### src/rtl/common_pkg.sv
// Shared widths for the MCU SPI bridge Wishbone fabric.
package common_pkg;

  localparam int WB_ADDR_WIDTH = 20;
  localparam int DATA_WIDTH    = 32;
  localparam int WB_LEN_WIDTH  = 8;

endpackage

### src/rtl/wb_burst_initiator.sv
// Wishbone B4 pipelined burst initiator: one transfer outstanding at a time,
// auto-incrementing address, streamed write/read data, per-beat timeout abort.
module wb_burst_initiator
  import common_pkg::*;
#(
  parameter int TIMEOUT_CYCLES = 64
) (
  input  logic                     wb_clock_i,
  input  logic                     wb_reset_i,
  input  logic                     cmd_valid_i,
  output logic                     cmd_ready_o,
  input  logic                     cmd_we_i,
  input  logic [WB_ADDR_WIDTH-1:0] cmd_addr_i,
  input  logic [WB_LEN_WIDTH-1:0]  cmd_len_i,
  input  logic [DATA_WIDTH-1:0]    wr_data_i,
  input  logic                     wr_valid_i,
  output logic                     wr_ready_o,
  output logic [DATA_WIDTH-1:0]    rd_data_o,
  output logic                     rd_valid_o,
  output logic                     done_o,
  output logic                     err_o,
  output logic [WB_ADDR_WIDTH-1:0] wbc_addr_o,
  output logic [DATA_WIDTH-1:0]    wbc_data_o,
  input  logic [DATA_WIDTH-1:0]    wbc_data_i,
  output logic                     wbc_we_o,
  output logic                     wbc_cycle_o,
  output logic                     wbc_strobe_o,
  input  logic                     wbc_stall_i,
  input  logic                     wbc_ack_i
);

  typedef enum logic [3:0] {
    ST_IDLE     = 4'b0001,
    ST_WDATA    = 4'b0010,
    ST_REQ      = 4'b0100,
    ST_WAIT_ACK = 4'b1000
  } state_t;

  // Counter only needs to reach TIMEOUT_CYCLES-1; expiry is detected on that value.
  localparam int TW = (TIMEOUT_CYCLES > 2) ? $clog2(TIMEOUT_CYCLES) : 1;
  localparam logic [TW-1:0] TMO_LAST = TW'(TIMEOUT_CYCLES - 1);

  state_t                  state;
  logic [WB_LEN_WIDTH-1:0] beats;
  logic [TW-1:0]           tmo_cnt;
  logic                    accept_now;
  logic                    ack_now;

  // An ack during REQ only counts when it lands on the acceptance cycle itself.
  assign accept_now = (state == ST_REQ) && !wbc_stall_i;
  assign ack_now    = wbc_ack_i && ((state == ST_WAIT_ACK) || accept_now);

  // Burst sequencer: command latch, beat/address stepping, timeout and pulses.
  always_ff @(posedge wb_clock_i) begin
    if (wb_reset_i) begin
      state        <= ST_IDLE;
      cmd_ready_o  <= 1'b0;
      wr_ready_o   <= 1'b0;
      rd_data_o    <= '0;
      rd_valid_o   <= 1'b0;
      done_o       <= 1'b0;
      err_o        <= 1'b0;
      wbc_addr_o   <= '0;
      wbc_data_o   <= '0;
      wbc_we_o     <= 1'b0;
      wbc_cycle_o  <= 1'b0;
      wbc_strobe_o <= 1'b0;
      beats        <= '0;
      tmo_cnt      <= '0;
    end else begin
      rd_valid_o <= 1'b0;
      done_o     <= 1'b0;
      err_o      <= 1'b0;
      case (state)
        ST_IDLE: begin
          cmd_ready_o <= 1'b1;
          if (cmd_valid_i && cmd_ready_o) begin
            cmd_ready_o <= 1'b0;
            wbc_we_o    <= cmd_we_i;
            wbc_addr_o  <= cmd_addr_i;
            beats       <= cmd_len_i;
            if (cmd_we_i) begin
              wr_ready_o <= 1'b1;
              state      <= ST_WDATA;
            end else begin
              wbc_cycle_o  <= 1'b1;
              wbc_strobe_o <= 1'b1;
              tmo_cnt      <= '0;
              state        <= ST_REQ;
            end
          end
        end
        ST_WDATA: begin
          if (wr_valid_i && wr_ready_o) begin
            wbc_data_o   <= wr_data_i;
            wr_ready_o   <= 1'b0;
            wbc_cycle_o  <= 1'b1;
            wbc_strobe_o <= 1'b1;
            tmo_cnt      <= '0;
            state        <= ST_REQ;
          end
        end
        ST_REQ, ST_WAIT_ACK: begin
          if (accept_now) begin
            wbc_strobe_o <= 1'b0;
          end
          if (ack_now) begin
            if (!wbc_we_o) begin
              rd_data_o  <= wbc_data_i;
              rd_valid_o <= 1'b1;
            end
            if (beats == '0) begin
              wbc_cycle_o  <= 1'b0;
              wbc_strobe_o <= 1'b0;
              done_o       <= 1'b1;
              cmd_ready_o  <= 1'b1;
              state        <= ST_IDLE;
            end else begin
              beats      <= beats - WB_LEN_WIDTH'(1);
              wbc_addr_o <= wbc_addr_o + WB_ADDR_WIDTH'(1);
              if (wbc_we_o) begin
                wbc_strobe_o <= 1'b0;
                wr_ready_o   <= 1'b1;
                state        <= ST_WDATA;
              end else begin
                wbc_strobe_o <= 1'b1;
                tmo_cnt      <= '0;
                state        <= ST_REQ;
              end
            end
          end else if (tmo_cnt == TMO_LAST) begin
            wbc_cycle_o  <= 1'b0;
            wbc_strobe_o <= 1'b0;
            done_o       <= 1'b1;
            err_o        <= 1'b1;
            cmd_ready_o  <= 1'b1;
            state        <= ST_IDLE;
          end else begin
            tmo_cnt <= tmo_cnt + TW'(1);
            if (accept_now) begin
              state <= ST_WAIT_ACK;
            end
          end
        end
        default: begin
          wbc_cycle_o  <= 1'b0;
          wbc_strobe_o <= 1'b0;
          wr_ready_o   <= 1'b0;
          state        <= ST_IDLE;
        end
      endcase
    end
  end

endmodule

### config.mk
export PLATFORM = sky130hd
export DESIGN_NAME = wb_burst_initiator
export DESIGN_NICKNAME = d
export VERILOG_FILES = /design/src/rtl/common_pkg.sv /design/src/rtl/wb_burst_initiator.sv
export SDC_FILE = /design/constraint.sdc
export NUM_CORES = 1
export LEC_CHECK = 0
export CAP_MARGIN = 0
export CORE_AREA = 2 2 107 109
export CTS_BUF_LIST = sky130_fd_sc_hd__clkbuf_4 sky130_fd_sc_hd__clkbuf_8 sky130_fd_sc_hd__clkbuf_16
export DETAILED_ROUTE_END_ITERATION = 7
export DIE_AREA = 0 0 109 111
export GPL_TIMING_DRIVEN = 0
export HOLD_SLACK_MARGIN = 0.15
export PLACE_DENSITY_LB_ADDON = 0.3
export SYNTH_ARGS = -nofsm -noshare
export SYNTH_HDL_FRONTEND = slang
export SYNTH_SLANG_ARGS = --single-unit
### constraint.sdc
create_clock -name wb_clock_i -period 4.2 [get_ports wb_clock_i]
set_input_delay 0.84 -clock wb_clock_i [delete_from_list [all_inputs] [get_ports wb_clock_i]]
set_output_delay 0.84 -clock wb_clock_i [all_outputs]
set_load 0.05 [all_outputs]
After elaboration in Yosys (flattened, before gate mapping)
Cells that the tools add are included.

word-level totals
  flip-flop bits (word level) = 110
  input bits = 99
  output and inout port bits = 92
  word-level logic and storage cells = 114

cells by class
  add/subtract/negate cells = 3
  equal/unequal tests = 18
  mux-type cells = 53
  bitwise gates (word level) = 3
  reductions and logical operators = 23

operator list
  cell                     count
  $mux W20                 3
  $mux W6                  7
  $pmux W20 S2             1
  $mux W1                  24
  $mux W8                  3
  $add A20 B1 Y20 const B  1
  $mux W4                  5
  $pmux W6 S3              1
  $pmux W8 S2              1
  $ne A3 B3 Y1 const B     5
  $ne A2 B2 Y1 const B     7
  $pmux W4 S3              1
  $mux W3                  3
  $pmux W1 S3              3
  $reduce_and A3 Y1        3
  $logic_not A8 Y1         1
  $reduce_and A4 Y1        2
  $sub A8 B1 Y8 const B    1
  $reduce_and A7 Y1        1
  $add A6 B1 Y6 const B    1
  $eq A6 B6 Y1 const B     1
  $reduce_and A6 Y1        1
  $reduce_or A3 Y1         2
  $reduce_and A5 Y1        1
  14 further kinds         21

Logic depth before layout (Yosys ltp)
Gate-level depths: netlist of run 1.

  word-level depth = 6
  depth in mapped cells = 9
  gate-level depth less buffers = 7

Worst setup path after synthesis of run 1
OpenSTA, ideal clock, no wires.

  path kind = register to register
  from = reg wbc_addr_o[0]
  to = reg wbc_addr_o[18]
  library setup time = 0.079 ns
  data arrival time = 2.157 ns
  data required time = 4.121 ns
  path slack = 1.964 ns
  stages on the path, launching flop included = 8
  buffers on the path = 1
  period minus slack after synthesis = 2.236 ns
  cells stage by stage = dfxtp_1 -> ha_1 -> nand3_1 -> or4_1 -> buf_2 -> o41ai_2 -> a21oi_1 -> a211oi_2

on the way
  longest elaborated chain between the ends = 4

RTL lines
  what                    line                       RTL
  from (decl)             wb_burst_initiator.sv:22   output logic [WB_ADDR_WIDTH-1:0] wbc_addr_o,
  from (signal assigned)  wb_burst_initiator.sv:80   wbc_addr_o <= cmd_addr_i;
  from (signal assigned)  wb_burst_initiator.sv:120  wbc_addr_o <= wbc_addr_o + WB_ADDR_WIDTH'(1);
  $add A20 B1 Y20         wb_burst_initiator.sv:120
  $mux W20                wb_burst_initiator.sv:112  if (beats == '0) begin
  $mux W20                wb_burst_initiator.sv:107  if (ack_now) begin
  $pmux W20 S2            wb_burst_initiator.sv:74   case (state)

No other way between the ends. The select of a mux whose other input is x is not followed.
A chain may end at the register's enable or synchronous reset.

Final worst setup path of run 1
  from = in wbc_ack_i
  to = reg beats[2]

on the way
  longest elaborated chain between the ends = 3

RTL lines
  what                                line                       RTL
  from (decl)                         wb_burst_initiator.sv:29   input logic wbc_ack_i
  $logic_and A1 B1 Y1                 wb_burst_initiator.sv:51   assign ack_now = wbc_ack_i && ((state == ST_WAIT_ACK) || accept_now);
  $ne A2 B2 Y1 (no source line)       -
  $reduce_and A4 Y1 (no source line)  -
  to (signal assigned)                wb_burst_initiator.sv:81   beats <= cmd_len_i;
  to (signal assigned)                wb_burst_initiator.sv:119  beats <= beats - WB_LEN_WIDTH'(1);
  to (decl)                           wb_burst_initiator.sv:44   logic [WB_LEN_WIDTH-1:0] beats;

No other way between the ends.

==> results of run 1 <==
==> layer usage <==
metal	wire [µm]	vias up	share of wire, %	global-route usage, %
met2	7900	261	48	46.1
met5	0	-	0	0
met4	417	0	2.5	11.2
li1	-	2681	-	-
met3	1630	34	9.9	7.64
met1	6430	2587	39	32.8
==> registers in the layout (all words and copies together), names as in the netlist <==
name          cells
beats             8
cmd_ready_o       1
done_o            1
err_o             1
rd_data_o        32
rd_valid_o        1
state             4
tmo_cnt           6
wbc_addr_o       20
wbc_cycle_o       1
wbc_data_o       32
wbc_strobe_o      1
wbc_we_o          1
wr_ready_o        1
==> critical path, delay by kind of cell <==
family / cells / cell delay (ns)
buffers and inverters: 3 / 1.07
AOI/OAI and AO/OA: 3 / 0.50
and+or+nand+nor: 2 / 0.46
==> final timing paths <==
check                             startpoint                    endpoint  slack [ns]  depth (start not counted)
hold / removal    wbc_data_o[6]$_SDFFE_PP0P_  wbc_data_o[6]$_SDFFE_PP0P_        0.46                          2
hold reg to reg   wbc_data_o[6]$_SDFFE_PP0P_  wbc_data_o[6]$_SDFFE_PP0P_        0.46                          2
setup / recovery                   wbc_ack_i       beats[2]$_SDFFE_PP0P_        1.61                          8
setup reg to reg       beats[0]$_SDFFE_PP0P_       beats[2]$_SDFFE_PP0P_        1.98                          8
==> stage by stage <==
step	hold slack, ns	instances
6_report	0.457	997
5_1_grt	0.474	997
4_1_cts	0.456	997
3_5_place_dp	0.445	982
3_3_place_gp	0.442	982
2_1_floorplan	0.447	649
==> power by group <==
group          switching (W)  leakage, nW  internal [W]
Combinational        0.00116         1.51      0.000714
Clock               0.000403        0.134      0.000415
Sequential          0.000159        0.892       0.00118
==> area by class of cell <==
cell class | instances | share of cell area (%)
repair buffers | 190 | 25.5
inverters | 6 | 0.302
clock buffers | 10 | 3.12
flip-flops and latches | 110 | 29.5
multi-input cells | 487 | 35.5
plain buffers | 46 | 3.08
well taps | 143 | 2.40
clock inverters | 5 | 0.603
==> logic make-up (layout without fill, tap and decap cells) <==
| group | after synthesis | in the layout | share of synthesized area, % |
|---|---|---|---|
| compound gates | 190 | 190 | 23.7 |
| xor+xnor | 3 | 3 | 0.661 |
| fa+ha+maj | 4 | 4 | 0.980 |
| buf+inv | 52 | 257 | 4.95 |
| flops | 110 | 110 | 43.1 |
| mux | 3 | 3 | 0.612 |
| simple gates | 287 | 287 | 26.0 |
==> layout by cell type, fill, tap and decap left out, types with 4 or more instances in the layout <==
cell type,instances
ha_1,4
a21oi_1,104
nor3_1,16
a21o_1,6
clkbuf_16,9
clkdlybuf4s50_1,190
clkbuf_1,31
a211oi_1,13
nand4_1,5
o22ai_1,5
nand3_1,16
nor2_1,35
dfxtp_1,110
nand2_1,174
o32ai_1,4
buf_6,5
nor3b_1,5
buf_2,7
o21a_1,4
o21ai_0,17
a31oi_1,4
inv_1,6
and3_1,5
==> metrics.txt, run 1 <==
# TYPE chip_impl_metric gauge
chip_impl_metric{name="antenna_violations_before_repair",unit=""} 0
chip_impl_metric{name="drive_gt1_share",unit="%"} 6.56
chip_impl_metric{name="synth_fp_nets",unit=""} 752
chip_impl_metric{name="htree_levels",unit=""} 3
chip_impl_metric{name="clock.fmax",unit="MHz"} 386
chip_impl_metric{name="worst_slack_placed",unit="ns"} 1.31
chip_impl_metric{name="grt_start_max_net_pins",unit=""} 19
chip_impl_metric{name="synth_largest_type_area_fraction",unit="%"} 43.1
chip_impl_metric{name="total_negative_slack",unit="ns"} 0
chip_impl_metric{name="routed_wirelength",unit="µm"} 16400
chip_impl_metric{name="post-route-period-util",unit="%"} 61.7
chip_impl_metric{name="fp-row-count",unit=""} 39
chip_impl_metric{name="cellPowerDensity",unit="nW/µm²"} 540
chip_impl_info{name="crit_path_cell_trace",value="clkdlybuf4s50_1 -> nor4bb_1 -> a211o_2 -> o211a_1 -> buf_4 -> buf_2 -> nand2_1 -> a21oi_1"} 1
chip_impl_metric{name="cts_resized",unit=""} 0
chip_impl_metric{name="global_route_usage_over_all_layers",unit="%"} 27.5
chip_impl_metric{name="final-hold-violation-count",unit=""} 0
chip_impl_metric{name="synth-edff-count",unit=""} 0
chip_impl_metric{name="post_drt_wl_per_cell",unit="µm"} 16.4
chip_impl_metric{name="place_congestion",unit=""} 0.919
chip_impl_metric{name="maxSlewHeadroom",unit="%"} 50.5
chip_impl_metric{name="drt_drc_violations_left",unit=""} 0
chip_impl_metric{name="total_power",unit="W"} 0.00403
chip_impl_metric{name="drt_iter0_markers",unit=""} 328
chip_impl_metric{name="cts.reportedPaths.clkPinSlew",unit="ns"} 0.08
chip_impl_metric{name="area.sequential",unit="µm²"} 2200
chip_impl_metric{name="max_cap_viol_count",unit=""} 0
chip_impl_info{name="timing.setup.critical_path_class",value="in2reg"} 1
chip_impl_metric{name="final_antenna_net_count",unit=""} 0
chip_impl_metric{name="critPathMaxStageDelay",unit="ns"} 0.59
chip_impl_metric{name="synth.ff_latch_count",unit=""} 110
chip_impl_metric{name="die_height",unit="µm"} 111
chip_impl_info{name="cts_tree",value="built"} 1
chip_impl_metric{name="holdBufCountCts",unit=""} 0
chip_impl_metric{name="leakagePower",unit="nW"} 2.54
chip_impl_info{name="endpoint_kind",value="register"} 1
chip_impl_metric{name="yosysSeqAreaShare",unit="%"} 43.1
chip_impl_metric{name="utilization",unit="%"} 67.4
chip_impl_info{name="grt_setup_unrepaired",value="no"} 1
chip_impl_metric{name="detailed_place_hpwl",unit="µm"} 12100
chip_impl_metric{name="multiInputGateArea",unit="µm²"} 2650
chip_impl_metric{name="antenna-diode-count",unit=""} 0
chip_impl_metric{name="final_cell_area",unit="µm²"} 7470
chip_impl_metric{name="fin_skew",unit="ns"} 0.0102
chip_impl_metric{name="grt_pass1_wl",unit="µm"} 26600
chip_impl_metric{name="areaGrowthSynthToFinish",unit="%"} 46.2
chip_impl_info{name="cp_slowest_cell",value="clkdlybuf4s50_1"} 1
chip_impl_metric{name="grt_overflow_total",unit=""} 0
chip_impl_metric{name="nNetsFinal",unit=""} 953
chip_impl_metric{name="crit_fanout",unit=""} 10
chip_impl_metric{name="yosys.cell_types.count",unit=""} 67
chip_impl_metric{name="finalWorstSetupSlack",unit="ns"} 1.61
chip_impl_info{name="cts.root.buffer_cell",value="clkbuf_16"} 1
chip_impl_metric{name="mapped_avg_cell_area",unit="µm²"} 7.87
chip_impl_metric{name="cts.sink_count",unit=""} 110
chip_impl_metric{name="insertion_delay_of_the_later_clocked_pin_in_the_worst_skew_pair",unit="ns"} 0.35
chip_impl_metric{name="fillCellCount",unit=""} 928
chip_impl_metric{name="synth_warnings",unit=""} 0
chip_impl_metric{name="ir_drop",unit="mV"} 0.357
chip_impl_info{name="start_kind",value="primary input"} 1
chip_impl_info{name="synth_most_common_cell",value="nand2_1"} 1
chip_impl_metric{name="drt_pass1_iterations",unit=""} 5
chip_impl_metric{name="postSynthCellCount",unit=""} 649
chip_impl_metric{name="placement.io_buffers",unit=""} 190
chip_impl_info{name="post_synth_main_area_contributors",value="dfxtp_1, nand2_1, a21oi_1"} 1
chip_impl_metric{name="critPathArrivalTime",unit="ns"} 2.87
chip_impl_metric{name="dpl-instance-area",unit="µm²"} 7190
chip_impl_metric{name="postSynth.asyncResetShare",unit="%"} 0
chip_impl_metric{name="cts_inserted_buffers",unit=""} 9
chip_impl_info{name="synth_top_area_cell",value="dfxtp_1"} 1
chip_impl_info{name="hold_path_class",value="reg2reg"} 1
chip_impl_metric{name="num_vias",unit=""} 5563
chip_impl_metric{name="via_per_inst",unit=""} 5.58
chip_impl_metric{name="syn-cell-area",unit="µm²"} 5110
chip_impl_info{name="status",value="complete, no violations"} 1
chip_impl_metric{name="vias_in_the_first_global_route",unit=""} 5546
chip_impl_metric{name="timing.final.crit_period",unit="ns"} 2.59
chip_impl_metric{name="initial_util",unit="%"} 46.1
chip_impl_metric{name="die_area",unit="µm²"} 12100
chip_impl_metric{name="cts-root-to-sink-buffers",unit=""} 2
chip_impl_info{name="synth_flop_cell",value="dfxtp_1"} 1
chip_impl_info{name="netlist_top_cells_count",value="nand2_1, dfxtp_1, a21oi_1"} 1
chip_impl_metric{name="core",unit="µm²"} 11100
chip_impl_metric{name="drv_slew",unit=""} 0
chip_impl_metric{name="die_x",unit="µm"} 109
chip_impl_metric{name="report.final.setup_viol",unit=""} 0
chip_impl_metric{name="crit_required",unit="ns"} 4.48
chip_impl_metric{name="worst_slew_pin_slew",unit="ns"} 0.742
chip_impl_metric{name="top_level_ports",unit=""} 191
chip_impl_metric{name="post-cts-setup-buffer-count",unit=""} 0
(Power assumes the default switching activity.)
==> inputs of run 2 (changes only) <==
--- a/config.mk
+++ b/config.mk
@@ -6,10 +6,10 @@
 export NUM_CORES = 1
 export LEC_CHECK = 0
 export CAP_MARGIN = 0
-export CORE_AREA = 2 2 107 109
+export CORE_AREA = 2 2 117 119
 export CTS_BUF_LIST = sky130_fd_sc_hd__clkbuf_4 sky130_fd_sc_hd__clkbuf_8 sky130_fd_sc_hd__clkbuf_16
 export DETAILED_ROUTE_END_ITERATION = 7
-export DIE_AREA = 0 0 109 111
+export DIE_AREA = 0 0 119 121
 export GPL_TIMING_DRIVEN = 0
 export HOLD_SLACK_MARGIN = 0.15
 export PLACE_DENSITY_LB_ADDON = 0.3
==> constraint.sdc (replaced) <==
create_clock -name wb_clock_i -period 2.3 [get_ports wb_clock_i]
set_input_delay 0.46 -clock wb_clock_i [delete_from_list [all_inputs] [get_ports wb_clock_i]]
set_output_delay 0.46 -clock wb_clock_i [all_outputs]
set_load 0.05 [all_outputs]
==> run 2 against run 1 <==
  * Die area up 19%
  * Largest cell class unchanged
  * Critical path depth down 1
  * First-iteration DRC count up 56%
  * Critical endpoint is now rd_data_o[23]$_SDFFE_PP0P_
  * Final cell count up 3.4%
==> metrics.txt, run 2 (synthesis gave the netlist of run 1 again) <==
# TYPE chip_impl_metric gauge
chip_impl_metric{name="worst-r2r-setup-slack",unit="ns"} 0.16
chip_impl_metric{name="areaGrowthSynthToFinish",unit="%"} 47.8
chip_impl_metric{name="top_level_ports",unit=""} 191
chip_impl_info{name="grt_busiest_layer",value="met2"} 1
chip_impl_metric{name="worst_slack_on_hold_paths",unit="ns"} 0.453
chip_impl_info{name="cp_slowest_cell",value="clkdlybuf4s50_1"} 1
chip_impl_metric{name="max_cap_viol_count",unit=""} 0
chip_impl_metric{name="final-hold-violation-count",unit=""} 0
chip_impl_metric{name="drive_gt1_share",unit="%"} 7.13
chip_impl_metric{name="total_power",unit="W"} 0.00750
chip_impl_metric{name="vias_in_the_first_global_route",unit=""} 5069
chip_impl_info{name="hold_path_class",value="reg2reg"} 1
chip_impl_metric{name="register_share_of_total_power",unit="%"} 32.8
chip_impl_metric{name="die_height",unit="µm"} 121
chip_impl_metric{name="grt.met2_usage",unit="%"} 37.2
chip_impl_metric{name="ir_drop",unit="mV"} 0.435
chip_impl_info{name="worst_r2r_startpoint",value="wbc_addr_o[1]$_SDFFE_PP0P_"} 1
chip_impl_metric{name="post-cts-setup-buffer-count",unit=""} 0
chip_impl_metric{name="p_int",unit="W"} 0.00437
chip_impl_metric{name="grt_pass1_wl",unit="µm"} 26200
chip_impl_metric{name="via_per_inst",unit=""} 5.24
chip_impl_metric{name="worst_slew_pin_slew",unit="ns"} 0.753
chip_impl_info{name="endpoint_kind",value="register"} 1
chip_impl_metric{name="reg2reg_depth",unit=""} 7
chip_impl_info{name="destination_of_the_critical_timing_path",value="rd_data_o[23]$_SDFFE_PP0P_"} 1
chip_impl_metric{name="die_area",unit="µm²"} 14400
chip_impl_info{name="grt_setup_unrepaired",value="yes"} 1
chip_impl_metric{name="die_x",unit="µm"} 119
chip_impl_metric{name="core",unit="µm²"} 13100
chip_impl_info{name="largestRegisters",value="rd_data_o (32), wbc_data_o (32), wbc_addr_o (20)"} 1
chip_impl_info{name="crit_path_cell_trace",value="clkdlybuf4s50_1 -> nor3b_1 -> o211ai_1 -> nor2_1 -> clkbuf_1 -> nand2_1 -> a21oi_1"} 1
chip_impl_metric{name="maxSlewHeadroom",unit="%"} 49.8
chip_impl_metric{name="final_cell_area",unit="µm²"} 7550
chip_impl_metric{name="power.switching_fraction",unit="%"} 41.8
chip_impl_metric{name="cts.sink_count",unit=""} 110
chip_impl_metric{name="critPathMaxStageDelay",unit="ns"} 0.49
chip_impl_metric{name="leakagePower",unit="nW"} 2.57
chip_impl_metric{name="critPathArrivalTime",unit="ns"} 2.48
chip_impl_metric{name="post-route-period-util",unit="%"} 95.6
chip_impl_metric{name="nNetsFinal",unit=""} 953
chip_impl_metric{name="htree_levels",unit=""} 3
chip_impl_info{name="cts_tree",value="built"} 1
chip_impl_metric{name="routed_wirelength",unit="µm"} 16600
chip_impl_metric{name="cellPowerDensity",unit="nW/µm²"} 994
chip_impl_metric{name="place_congestion",unit=""} 0.891
chip_impl_metric{name="placement.io_buffers",unit=""} 190
chip_impl_metric{name="final_antenna_net_count",unit=""} 0
chip_impl_metric{name="post_drt_wl_per_cell",unit="µm"} 16.1
chip_impl_metric{name="drt_pass1_iterations",unit=""} 5
chip_impl_metric{name="area.sequential",unit="µm²"} 2200
chip_impl_metric{name="holdBufCountCts",unit=""} 0
chip_impl_metric{name="grt_start_max_net_pins",unit=""} 19
chip_impl_metric{name="insertion_delay_of_the_later_clocked_pin_in_the_worst_skew_pair",unit="ns"} 0.36
chip_impl_metric{name="antenna-diode-count",unit=""} 0
chip_impl_metric{name="clock.fmax",unit="MHz"} 455
chip_impl_metric{name="cts_inserted_buffers",unit=""} 9
chip_impl_info{name="start_kind",value="primary input"} 1
chip_impl_metric{name="num_vias",unit=""} 5400
chip_impl_metric{name="global_route_usage_over_all_layers",unit="%"} 23.0
chip_impl_metric{name="cts.reportedPaths.clkPinSlew",unit="ns"} 0.07
chip_impl_metric{name="crit_required",unit="ns"} 2.58
chip_impl_metric{name="detailed_place_hpwl",unit="µm"} 12100
chip_impl_info{name="timing.setup.critical_path_class",value="in2reg"} 1
chip_impl_info{name="status",value="complete, no violations"} 1
chip_impl_metric{name="fp-row-count",unit=""} 42
chip_impl_metric{name="timing.final.crit_period",unit="ns"} 2.20
chip_impl_metric{name="power.share.clock",unit="%"} 21.9
chip_impl_metric{name="use_met3",unit="%"} 9.82
chip_impl_info{name="worst_setup_path_startpoint",value="wbc_stall_i"} 1
chip_impl_metric{name="switching_power",unit="W"} 0.00314
chip_impl_metric{name="initial_util",unit="%"} 39.0
chip_impl_info{name="most_frequent_cells_in_the_layout",value="clkdlybuf4s50_1, nand2_1, dfxtp_1"} 1
chip_impl_metric{name="combPwrFrac",unit="%"} 45.2
chip_impl_metric{name="fillCellCount",unit=""} 1209
chip_impl_metric{name="utilization",unit="%"} 57.7
chip_impl_info{name="cts.root.buffer_cell",value="clkbuf_16"} 1
chip_impl_metric{name="dpl-instance-area",unit="µm²"} 7230
chip_impl_info{name="most_frequent_standard_cell_in_the_layout_excluding_fill_and_tap_cells",value="clkdlybuf4s50_1"} 1
chip_impl_metric{name="use_met1",unit="%"} 27.5
chip_impl_metric{name="drt_iter0_markers",unit=""} 513
chip_impl_metric{name="fin_skew",unit="ns"} 0.00967
chip_impl_metric{name="cts-root-to-sink-buffers",unit=""} 2
chip_impl_metric{name="drt_drc_violations_left",unit=""} 0
chip_impl_info{name="rr_endpoint",value="wbc_addr_o[18]$_SDFFE_PP0P_"} 1
chip_impl_metric{name="multiInputGateArea",unit="µm²"} 2660
chip_impl_metric{name="antenna_violations_before_repair",unit=""} 0
chip_impl_metric{name="grt_overflow_total",unit=""} 0
chip_impl_metric{name="crit_fanout",unit=""} 10
chip_impl_metric{name="report.final.setup_viol",unit=""} 0
chip_impl_metric{name="drv_slew",unit=""} 0
run 2: worst min path at each step:
| stage | start | slack [ns] | to | cells past startpoint |
|---|---|---|---|---|
| 4_1_cts | wbc_data_o[20]$_SDFFE_PP0P_ | 0.46 | wbc_data_o[20]$_SDFFE_PP0P_ | 2 |
| 3_5_place_dp | rd_data_o[5]$_SDFFE_PP0P_ | 0.45 | rd_data_o[5]$_SDFFE_PP0P_ | 2 |
| 2_1_floorplan | tmo_cnt[1]$_SDFFE_PP0P_ | 0.45 | tmo_cnt[1]$_SDFFE_PP0P_ | 2 |
| 5_1_grt | wbc_data_o[20]$_SDFFE_PP0P_ | 0.47 | wbc_data_o[20]$_SDFFE_PP0P_ | 2 |
| 6_report | rd_data_o[14]$_SDFFE_PP0P_ | 0.45 | rd_data_o[14]$_SDFFE_PP0P_ | 2 |
| 3_3_place_gp | rd_data_o[20]$_SDFFE_PP0P_ | 0.44 | rd_data_o[20]$_SDFFE_PP0P_ | 2 |
run 2: critical path, delay by kind of cell:
family | cells | cell delay (ns)
buf+inv | 2 | 0.91
simple gates | 3 | 0.76
compound gates | 2 | 0.35
run 2: layout make-up:
cell class                      count  share of cell area (%)
Sequential cell                   110                    29.2
Inverter                            6                   0.298
Buffer                             46                    3.10
Clock inverter                      5                   0.845
Multi-Input combinational cell    487                    35.2
Clock buffer                       11                    3.26
Timing Repair Buffer              190                    25.2
Tap cell                          176                    2.92
run 2: power by group through the flow:
stage / registers, W / logic, W / clock network, W
after floorplan: 0.00301 / 0.00180 / 0
after global placement: 0.00249 / 0.00333 / 0
after detailed placement: 0.00250 / 0.00334 / 0
after CTS: 0.00245 / 0.00336 / 0.00166
after global routing: 0.00251 / 0.00363 / 0.00175
final: 0.00246 / 0.00339 / 0.00165
run 2: per-stage QoR:
stage | instances | worst slack [ns] | setup TNS (ns)
after detailed placement | 1015 | -0.341 | -11.21
after floorplan | 649 | 0.0640 | 0
final | 1031 | 0.101 | 0
after CTS | 1031 | 0.0116 | 0
after global routing | 1031 | -0.0623 | -0.409
after global placement | 1015 | -0.342 | -10.36
run 2: per-layer routing:
layer	routed length (µm)	share of wire, %
met5	0	0
met4	196	1.2
met3	1770	11
met2	7670	46
met1	6960	42
run 2: what timing repair did:
item / in CTS / in global routing
gates resized for setup: 0 / 9
hold endpoints to repair: 0 / 0
endpoints found under the setup margin: 0 / 40
